`config.mk`:
```
export PLATFORM = sky130hd
export DESIGN_NAME = pipeline_mem_access_flat
export DESIGN_NICKNAME = d
export VERILOG_FILES = /design/src/rtl/pipeline_mem_access_if.sv /design/src/rtl/pipeline_mem_access.sv /design/src/flat_wrapper.sv
export SDC_FILE = /design/constraint.sdc
export NUM_CORES = 1
export LEC_CHECK = 0
export ABC_AREA = 1
export CELL_PAD_IN_SITES_DETAIL_PLACEMENT = 1
export CELL_PAD_IN_SITES_GLOBAL_PLACEMENT = 1
export CORE_MARGIN = 10
export CORE_UTILIZATION = 35
export DETAILED_ROUTE_END_ITERATION = 12
export PLACE_DENSITY = 0.91
export SLEW_MARGIN = 20
export SYNTH_ARGS = -nofsm -noshare
export SYNTH_HDL_FRONTEND = slang
export SYNTH_SLANG_ARGS = --single-unit
export TNS_END_PERCENT = 10
```
`constraint.sdc`:
```
create_clock -name CLK -period 4.8 [get_ports CLK]
set_input_delay 0.96 -clock CLK [delete_from_list [all_inputs] [get_ports CLK]]
set_output_delay 0.96 -clock CLK [all_outputs]
set_load 0.02 [all_outputs]
```
`src/rtl/pipeline_mem_access_if.sv`:
```
// Memory-side bus of the MEM stage: a single outstanding request, held stable until acknowledged.
interface pipeline_mem_access_if;
  logic        mem_req;
  logic        mem_we;
  logic [31:0] mem_addr;
  logic [31:0] mem_wdata;
  logic [3:0]  mem_be;
  logic        mem_ack;
  logic [31:0] mem_rdata;

  modport master (
    output mem_req, mem_we, mem_addr, mem_wdata, mem_be,
    input  mem_ack, mem_rdata
  );

  modport slave (
    input  mem_req, mem_we, mem_addr, mem_wdata, mem_be,
    output mem_ack, mem_rdata
  );
endinterface

```
`src/rtl/pipeline_mem_access.sv`:
```
// MEM pipeline stage: passes ALU results through, runs loads/stores over a req/ack bus,
// traps misaligned accesses and aborts requests that wait longer than MAX_WAIT cycles.
module pipeline_mem_access #(
  parameter int MAX_WAIT = 255
) (
  input  logic        CLK,
  input  logic        RST,
  input  logic        valid_E,
  input  logic        regWrite_E,
  input  logic        memWrite_E,
  input  logic        memRead2_E,
  input  logic [1:0]  rf_wr_sel_E,
  input  logic [4:0]  rd_E,
  input  logic [1:0]  size_E,
  input  logic        unsigned_E,
  input  logic [31:0] alu_result_E,
  input  logic [31:0] rs2_E,
  input  logic [31:0] PC_instr_E,
  pipeline_mem_access_if.master mem,
  output logic        valid_M,
  output logic        regWrite_M,
  output logic [1:0]  rf_wr_sel_M,
  output logic [4:0]  rd_M,
  output logic [31:0] alu_result_M,
  output logic [31:0] load_data_M,
  output logic [31:0] PC_instr_M,
  output logic        misalign_M,
  output logic        timeout_M,
  output logic        stall_M
);

  typedef enum logic {IDLE, BUSY} state_e;

  localparam logic [7:0] LAST_WAIT = 8'(MAX_WAIT - 1);

  state_e      state_q;
  logic [7:0]  waitCnt_q;

  logic        memWe_q;
  logic [31:0] memAddr_q;
  logic [31:0] memWdata_q;
  logic [3:0]  memBe_q;

  logic        captRegWrite_q;
  logic [1:0]  captSel_q;
  logic [4:0]  captRd_q;
  logic [31:0] captAlu_q;
  logic [31:0] captPc_q;
  logic [1:0]  captSize_q;
  logic        captUnsigned_q;

  logic        validM_q;
  logic        regWriteM_q;
  logic [1:0]  selM_q;
  logic [4:0]  rdM_q;
  logic [31:0] aluM_q;
  logic [31:0] loadM_q;
  logic [31:0] pcM_q;
  logic        misalignM_q;
  logic        timeoutM_q;

  logic        isMemOp;
  logic        misaligned;
  logic [3:0]  be_d;
  logic [31:0] wdata_d;
  logic [31:0] laneData;
  logic [31:0] loadData_d;

  // Byte-enable and lane replication for the access being offered by execute.
  always_comb begin
    isMemOp    = memRead2_E | memWrite_E;
    misaligned = 1'b0;
    be_d       = 4'b0000;
    wdata_d    = 32'h0;
    case (size_E)
      2'b00: begin
        be_d    = 4'b0001 << alu_result_E[1:0];
        wdata_d = {4{rs2_E[7:0]}};
      end
      2'b01: begin
        misaligned = alu_result_E[0];
        be_d       = 4'b0011 << alu_result_E[1:0];
        wdata_d    = {2{rs2_E[15:0]}};
      end
      2'b10: begin
        misaligned = |alu_result_E[1:0];
        be_d       = 4'b1111;
        wdata_d    = rs2_E;
      end
      default: misaligned = 1'b1;
    endcase
  end

  // Read data arrives word-aligned; move the addressed lane down to bit 0 and extend it.
  always_comb begin
    laneData   = mem.mem_rdata >> {captAlu_q[1:0], 3'b000};
    loadData_d = 32'h0;
    if (!memWe_q) begin
      case (captSize_q)
        2'b00:   loadData_d = {{24{laneData[7] & ~captUnsigned_q}}, laneData[7:0]};
        2'b01:   loadData_d = {{16{laneData[15] & ~captUnsigned_q}}, laneData[15:0]};
        default: loadData_d = laneData;
      endcase
    end
  end

  always_ff @(posedge CLK) begin
    if (RST) begin
      state_q        <= IDLE;
      waitCnt_q      <= 8'd0;
      memWe_q        <= 1'b0;
      memAddr_q      <= 32'h0;
      memWdata_q     <= 32'h0;
      memBe_q        <= 4'b0000;
      captRegWrite_q <= 1'b0;
      captSel_q      <= 2'b00;
      captRd_q       <= 5'd0;
      captAlu_q      <= 32'h0;
      captPc_q       <= 32'h0;
      captSize_q     <= 2'b00;
      captUnsigned_q <= 1'b0;
      validM_q       <= 1'b0;
      regWriteM_q    <= 1'b0;
      selM_q         <= 2'b00;
      rdM_q          <= 5'd0;
      aluM_q         <= 32'h0;
      loadM_q        <= 32'h0;
      pcM_q          <= 32'h0;
      misalignM_q    <= 1'b0;
      timeoutM_q     <= 1'b0;
    end else begin
      validM_q    <= 1'b0;
      misalignM_q <= 1'b0;
      timeoutM_q  <= 1'b0;
      case (state_q)
        IDLE: begin
          if (valid_E) begin
            if (!isMemOp || misaligned) begin
              validM_q    <= 1'b1;
              misalignM_q <= isMemOp;
              regWriteM_q <= regWrite_E & ~isMemOp;
              selM_q      <= rf_wr_sel_E;
              rdM_q       <= rd_E;
              aluM_q      <= alu_result_E;
              loadM_q     <= 32'h0;
              pcM_q       <= PC_instr_E;
            end else begin
              state_q        <= BUSY;
              waitCnt_q      <= 8'd0;
              memWe_q        <= memWrite_E;
              memAddr_q      <= {alu_result_E[31:2], 2'b00};
              memWdata_q     <= wdata_d;
              memBe_q        <= be_d;
              captRegWrite_q <= regWrite_E;
              captSel_q      <= rf_wr_sel_E;
              captRd_q       <= rd_E;
              captAlu_q      <= alu_result_E;
              captPc_q       <= PC_instr_E;
              captSize_q     <= size_E;
              captUnsigned_q <= unsigned_E;
            end
          end
        end
        BUSY: begin
          // An ack in the final allowed cycle still completes normally.
          if (mem.mem_ack) begin
            state_q     <= IDLE;
            validM_q    <= 1'b1;
            regWriteM_q <= captRegWrite_q;
            selM_q      <= captSel_q;
            rdM_q       <= captRd_q;
            aluM_q      <= captAlu_q;
            loadM_q     <= loadData_d;
            pcM_q       <= captPc_q;
          end else if (waitCnt_q == LAST_WAIT) begin
            state_q     <= IDLE;
            validM_q    <= 1'b1;
            timeoutM_q  <= 1'b1;
            regWriteM_q <= 1'b0;
            selM_q      <= captSel_q;
            rdM_q       <= captRd_q;
            aluM_q      <= captAlu_q;
            loadM_q     <= 32'h0;
            pcM_q       <= captPc_q;
          end else begin
            waitCnt_q <= waitCnt_q + 8'd1;
          end
        end
        default: state_q <= IDLE;
      endcase
    end
  end

  assign mem.mem_req   = (state_q == BUSY);
  assign mem.mem_we    = memWe_q;
  assign mem.mem_addr  = memAddr_q;
  assign mem.mem_wdata = memWdata_q;
  assign mem.mem_be    = memBe_q;

  assign stall_M      = (state_q == BUSY);
  assign valid_M      = validM_q;
  assign regWrite_M   = regWriteM_q;
  assign rf_wr_sel_M  = selM_q;
  assign rd_M         = rdM_q;
  assign alu_result_M = aluM_q;
  assign load_data_M  = loadM_q;
  assign PC_instr_M   = pcM_q;
  assign misalign_M   = misalignM_q;
  assign timeout_M    = timeoutM_q;

endmodule

```
`src/flat_wrapper.sv`:
```
// flat-port wrapper written by rule: the top's interface ports become plain ports
module pipeline_mem_access_flat 
#(
  parameter int MAX_WAIT = 255
)
  (CLK, RST, valid_E, regWrite_E, memWrite_E, memRead2_E, rf_wr_sel_E, rd_E, size_E, unsigned_E, alu_result_E, rs2_E, PC_instr_E, valid_M, regWrite_M, rf_wr_sel_M, rd_M, alu_result_M, load_data_M, PC_instr_M, misalign_M, timeout_M, stall_M, mem_mem_req, mem_mem_we, mem_mem_addr, mem_mem_wdata, mem_mem_be, mem_mem_ack, mem_mem_rdata);
  pipeline_mem_access_if mem_i ();
  input  logic CLK;
  input  logic RST;
  input  logic valid_E;
  input  logic regWrite_E;
  input  logic memWrite_E;
  input  logic memRead2_E;
  input  logic [1:0] rf_wr_sel_E;
  input  logic [4:0] rd_E;
  input  logic [1:0] size_E;
  input  logic unsigned_E;
  input  logic [31:0] alu_result_E;
  input  logic [31:0] rs2_E;
  input  logic [31:0] PC_instr_E;
  output logic valid_M;
  output logic regWrite_M;
  output logic [1:0] rf_wr_sel_M;
  output logic [4:0] rd_M;
  output logic [31:0] alu_result_M;
  output logic [31:0] load_data_M;
  output logic [31:0] PC_instr_M;
  output logic misalign_M;
  output logic timeout_M;
  output logic stall_M;
  output wire logic [$bits(mem_i.mem_req)-1:0] mem_mem_req;
  output wire logic [$bits(mem_i.mem_we)-1:0] mem_mem_we;
  output wire logic [$bits(mem_i.mem_addr)-1:0] mem_mem_addr;
  output wire logic [$bits(mem_i.mem_wdata)-1:0] mem_mem_wdata;
  output wire logic [$bits(mem_i.mem_be)-1:0] mem_mem_be;
  input wire logic [$bits(mem_i.mem_ack)-1:0] mem_mem_ack;
  input wire logic [$bits(mem_i.mem_rdata)-1:0] mem_mem_rdata;
  assign mem_mem_req = mem_i.mem_req;
  assign mem_mem_we = mem_i.mem_we;
  assign mem_mem_addr = mem_i.mem_addr;
  assign mem_mem_wdata = mem_i.mem_wdata;
  assign mem_mem_be = mem_i.mem_be;
  assign mem_i.mem_ack = mem_mem_ack;
  assign mem_i.mem_rdata = mem_mem_rdata;
  pipeline_mem_access #(.MAX_WAIT(MAX_WAIT)) u_core (.CLK(CLK), .RST(RST), .valid_E(valid_E), .regWrite_E(regWrite_E), .memWrite_E(memWrite_E), .memRead2_E(memRead2_E), .rf_wr_sel_E(rf_wr_sel_E), .rd_E(rd_E), .size_E(size_E), .unsigned_E(unsigned_E), .alu_result_E(alu_result_E), .rs2_E(rs2_E), .PC_instr_E(PC_instr_E), .mem(mem_i), .valid_M(valid_M), .regWrite_M(regWrite_M), .rf_wr_sel_M(rf_wr_sel_M), .rd_M(rd_M), .alu_result_M(alu_result_M), .load_data_M(load_data_M), .PC_instr_M(PC_instr_M), .misalign_M(misalign_M), .timeout_M(timeout_M), .stall_M(stall_M));
endmodule
```
==> results of run 1 <==
[how the worst max path moves through the flow]
stage                             from                     end  slack (ns)  depth (start not counted)
floorplan                    size_E[0]     u_core.captPc_q[24]        2.71                          8
global placement             size_E[1]      u_core.captPc_q[4]        1.23                          8
detailed placement           size_E[1]  u_core.alu_result_M[4]        1.09                         10
CTS                 u_core.mem.mem_req             mem_mem_req        1.40                          1
global route        u_core.mem.mem_req  u_core.alu_result_M[4]        1.25                          5
finish              u_core.mem.mem_req             mem_mem_req        1.47                          1
[registers in the layout, indices dropped and copies added, names as in the netlist, 2 cells and up]
register	flops
u_core.load_data_M	32
u_core.captPc_q	32
u_core.rd_M	5
u_core.alu_result_M	32
u_core.captSel_q	2
u_core.mem.mem_be	4
u_core.captAlu_q	31
u_core.rf_wr_sel_M	2
u_core.mem.mem_wdata	32
u_core.waitCnt_q	8
u_core.captSize_q	2
u_core.captRd_q	5
u_core.PC_instr_M	32
[final cells by class]
type	instances	area [sq um]	share of cell area [%]
Timing Repair Buffer	330	3311	23.22
Sequential cell	228	4568	32.03
Tap cell	384	480.5	3.369
Clock buffer	40	804.5	5.642
Inverter	51	196.4	1.378
Multi-Input combinational cell	1121	4853	34.04
Clock inverter	6	33.78	0.2369
Antenna cell	5	12.51	0.08774
[logic make-up after synthesis]
| group | after synthesis | share of synthesized area (%) |
|---|---|---|
| AOI/OAI and AO/OA | 326 | 16.20 |
| xor gates and xnor gates | 1 | 0.08498 |
| adders and majority gates | 2 | 0.2427 |
| buffers and inverters | 191 | 8.763 |
| DFF | 228 | 44.28 |
| other | 1 | 0.03638 |
| and+or+nand+nor | 790 | 30.39 |
[stage by stage]
| stage | setup WS (ns) | area [sq um] |
|---|---|---|
| final | 1.465 | 14260 |
| after global routing | 1.246 | 14250 |
| after CTS | 1.400 | 14250 |
| after detailed placement | 1.087 | 13410 |
| after global placement | 1.226 | 13410 |
| after floorplan | 2.710 | 10310 |
[power breakdown]
part	switching (uW)	internal, uW
sequential	117	2040
combinational	650	451
clock	816	1150
total	1580	3640
[synthesized netlist by cell type, types with 3 or more instances]
master,instances
a21oi_1,94
buf_1,6
buf_2,30
buf_4,39
clkbuf_1,65
dfxtp_1,228
inv_1,47
inv_2,3
nand2_1,356
nand2_2,4
nand3_1,81
nor2_1,335
o211ai_1,12
o21ai_0,191
o21ai_1,25
[per-layer routing]
layer	routed length (um)	vias to the layer above	global-route usage [%]
met3	2621	77	4.915
met5	0	-	0
met2	21120	315	38.92
li1	-	5357	-
met1	17160	5456	25.44
met4	1524	0	8.774
[worst register-to-register path, delay by kind of cell (launching register included)]
family | cells | cell delay [ns]
DFF | 1 | 1.05
buffers and inverters | 1 | 0.52
AOI/OAI and AO/OA | 1 | 0.20
and+or+nand+nor | 3 | 1.47
==> results.cfg, run 1 <==
[sta]
fin_crit_sh_pct = 69.48
final.min_clock_period_ns = 3.335
finClkSkew_ns = 0.008330
tightest_slew_ns = 1.106
setup-tns-final_ns = 0
whs_ns = 0.4638
rsz0062_at_grt = no
finalSetupViolCount = 0
fmax_mhz = 299.9
slew_viol_final = 0
finalHoldViolCount = 0
relSlewSlack_pct = 26.25

[clock_tree]
cts_buffers = 27
ctsResizeCount = 0
cts.sinks = 228
cts_tree = yes
clkTransAtPathRegs_ns = 0.06
insertion_delay_ns = 0.54
cts_max_level = 1
clockBufferDepth = 3
hold_buffers = 0
cts_setup_buffers = 0
cts_root_buffer = clkbuf_16

[grt]
grt_remaining_overflow = 0
grt_pass1_wl_mm = 65.78
grt_pass1_vias = 11920
antenna_found_initial = 4
grt_max_degree = 169
track_usage_pct = 22.09

[synthesis]
syn_area_sq_um = 10310
synth_top_cell_by_area = dfxtp_1
synth_edf_count = 0
synthFlopType = dfxtp_1
yosys_register_bits = 228
synth.distinct_cells = 32
async_flop_share_pct = 0
synth.avg_cell_area_sq_um = 6.698
synth_seq_area_share_pct = 44.28
yosysWarnings = 0
synth_area_leaders = dfxtp_1 44%, nand2_1 13%, nor2_1 12%
synth_top_area_share_pct = 44.28
synthCells = 1539

[power]
peakVddDrop_mv = 0.2243
power.density_nw_per_um2 = 366.2
p_leak_uw = 0.005807
finalPower_uw = 5221

[placement]
place_inst = 2114
hpwl_mm = 28.96
finalWeightedCongestion = 0.8623
portBuffers = 320

[worst_setup_path]
r2r_slack_ns = 1.50
cp-end-kind = output port
critPathArrivalTime_ns = 2.37
rr_startpoint = u_core.mem.mem_req
cp_slowest_cell = dfxtp_4
cp.required_ns = 3.84
cp_max_fo = 92
cp_num_buf_inv = 1
slowest_delay_ns = 1.05
worstPathCellList = clkdlybuf4s50_1
crit_type = reg -> out
cp-start-kind = flop
worstRegToRegCells = 5
rr_endpoint = u_core.alu_result_M[22]
timing.critical_path.max_delay_family = flip-flops

[finish]
fin_nets = 1906
drive_gt1_share_pct = 3.998
utilization_pct = 49.41
syn2layout_area_growth_pct = 38.33
finalNonFillerCells = 2165
final.fill_count = 3676
layout_common_cells = 356 x nand2_1, 335 x nor2_1, 319 x clkdlybuf4s50_1, 227 x dfxtp_1, 191 x o21ai_0
final_common_cell = nand2_1

[routing]
via_count = 11210
finalWirelength_mm = 42.42
wl_per_cell_um = 19.59
drtIter0Drc = 608
first_pass_iters = 5
vias_per_cell = 5.176
antenna_left = 0
drc = 0

[hold_path]
min_delay_path_depth = 2
holdPathEnd = u_core.mem.mem_wdata[1]
hold_class = reg -> reg
min-delay-start = u_core.mem.mem_wdata[1]

[die]
dieWidth_um = 191.6
rows = 62
initial_core_util_pct = 35.72
die_h_um = 191.6
die_area_sq_um = 36720
ios = 323
core_region_area_sq_um = 28860

[job]
drv_cap = 0

[run_status]
run_status = complete, no violations
Power figures use the tool's default switching activity.
==> inputs of run 2 (changes only) <==
--- a/config.mk
+++ b/config.mk
@@ -9,9 +9,9 @@
 export CELL_PAD_IN_SITES_DETAIL_PLACEMENT = 1
 export CELL_PAD_IN_SITES_GLOBAL_PLACEMENT = 1
 export CORE_MARGIN = 10
-export CORE_UTILIZATION = 35
+export CORE_UTILIZATION = 32
 export DETAILED_ROUTE_END_ITERATION = 12
-export PLACE_DENSITY = 0.91
+export PLACE_DENSITY = 0.85
 export SLEW_MARGIN = 20
 export SYNTH_ARGS = -nofsm -noshare
 export SYNTH_HDL_FRONTEND = slang
==> constraint.sdc (replaced) <==
create_clock -name CLK -period 3.1 [get_ports CLK]
set_input_delay 0.62 -clock CLK [delete_from_list [all_inputs] [get_ports CLK]]
set_output_delay 0.62 -clock CLK [all_outputs]
set_load 0.02 [all_outputs]
==> run 2 against run 1 <==
Global-route usage fell by 1.9 points. Clock power grew 65%. Critical endpoint is now u_core.load_data_M[16]. Count of clock-buffer cells in the layout shrank 4. Register-to-register slack worse by 0.67 ns. Largest power group unchanged. Largest cell class unchanged.
==> results.cfg, run 2 (synthesis gave the netlist of run 1 again) <==
[die]
initial_core_util_pct = 32.58
die_h_um = 199.5
dieWidth_um = 199.5
ios = 323
rows = 65
die_area_sq_um = 39790
core_region_area_sq_um = 31640

[worst_setup_path]
critPathArrivalTime_ns = 2.66
cp-end-kind = flop
cp.required_ns = 3.49
crit_type = reg -> reg
cp-start-kind = flop
worstRegToRegCells = 7
cp_max_fo = 17

[sta]
tightest_slew_ns = 0.7259
final.min_clock_period_ns = 2.271
fmax_mhz = 440.4
rsz0062_at_grt = no
setup-tns-final_ns = 0
finalHoldViolCount = 0
finClkSkew_ns = 0.02277
slew_viol_final = 0
relSlewSlack_pct = 51.61
finalSetupViolCount = 0
fin_crit_sh_pct = 73.25

[hold_path]
min_delay_path_depth = 2
hold_class = reg -> reg

[routing]
first_pass_iters = 5
finalWirelength_mm = 41.47
drtIter0Drc = 525
via_count = 11030
drc = 0
antenna_left = 0
wl_per_cell_um = 18.88
vias_per_cell = 5.020

[finish]
fin_nets = 1920
final.fill_count = 3926
final_common_cell = nand2_1
layout_common_cells = 356 x nand2_1, 335 x nor2_1, 319 x clkdlybuf4s50_1, 227 x dfxtp_1, 191 x o21ai_0
drive_gt1_share_pct = 4.799
syn2layout_area_growth_pct = 40.49

[grt]
track_usage_pct = 20.15
grt_pass1_wl_mm = 64.29
grt_max_degree = 104
met3_usage_pct = 4.710
use_met2_pct = 34.71
grt_remaining_overflow = 0
use_met1_pct = 23.72
top_usage_layer = met2
grt_pass1_vias = 11560
antenna_found_initial = 3

[clock_tree]
cts.sinks = 228
insertion_delay_ns = 0.54
cts_setup_buffers = 0
cts_max_level = 1
clockBufferDepth = 3
cts_buffers = 26
hold_buffers = 0
clkTransAtPathRegs_ns = 0.06
cts_tree = yes
cts_root_buffer = clkbuf_16
ctsResizeCount = 0

[run_status]
run_status = complete, no violations

[placement]
finalWeightedCongestion = 0.8707
hpwl_mm = 29.52
portBuffers = 320

[power]
peakVddDrop_mv = 0.3303
finalPower_uw = 8292
power.density_nw_per_um2 = 572.6
p_leak_uw = 0.005908

[job]
drv_cap = 0
-- run 2: cell count changes in the layout (fill, tap and decap cells not counted), moves of 3 or more --
cell | previous run | this run
buf_4 | 7 | 19
bufinv_16 | 0 | 3
clkbuf_8 | 8 | 4
buf_12 | 3 | 6
-- run 2: layout make-up --
class                      instances  area, sq um  area share [%]
antenna                            3        7.507         0.05184
clock inverter                    11        143.9          0.9935
timing repair buffer             345         3461           23.90
inverter                          51        196.4           1.356
clock buffer                      36        749.5           5.175
multi-input combinational       1121         4853           33.51
tap                              402        503.0           3.473
sequential                       228         4568           31.54
-- run 2: path summary, 6_finish.rpt --
| kind | slack [ns] | start | endpoint |
|---|---|---|---|
| max reg2reg | 0.83 | u_core.captSize_q[1] | u_core.load_data_M[16] |
| max | 0.83 | u_core.captSize_q[1] | u_core.load_data_M[16] |
| min reg2reg | 0.47 | u_core.mem.mem_wdata[1] | u_core.mem.mem_wdata[1] |
| min | 0.47 | u_core.mem.mem_wdata[1] | u_core.mem.mem_wdata[1] |
-- run 2: per-layer routing --
| metal | routed length, um | vias up |
|---|---|---|
| met4 | 1486 | 2 |
| met1 | 17130 | 5289 |
| li1 | - | 5387 |
| met2 | 20310 | 269 |
| met5 | 17 | - |
| met3 | 2521 | 82 |
-- run 2: through the flow --
stage / worst slack (ns) / hold WS (ns) / instances / cell area (sq um) / util (%)
global placement: 0.4296 / 0.4533 / 2147 / 13580 / 42.93
global route: 0.6196 / 0.4999 / 2196 / 14480 / 45.77
floorplan: 1.350 / 0.4546 / 1540 / 10310 / -
detailed placement: 0.3378 / 0.4647 / 2147 / 13580 / 42.93
CTS: 0.8456 / 0.4721 / 2194 / 14480 / 45.75
finish: 0.8292 / 0.4692 / 2197 / 14480 / 45.78
-- run 2: where the power goes --
part           leakage [uW]  switching [uW]  internal [uW]
sequential          0.00187             144           3160
clock              0.000435            1300           1940
combinational       0.00360            1030            722
-- run 2: worst max-delay path: stages (launching register included) --
cell	delay, ns
dfxtp_1	0.71
inv_1	0.19
nand2_2	0.21
nor2_1	0.08
nand3_2	0.16
nand3_1	0.47
nand2_1	0.23
a21oi_1	0.09
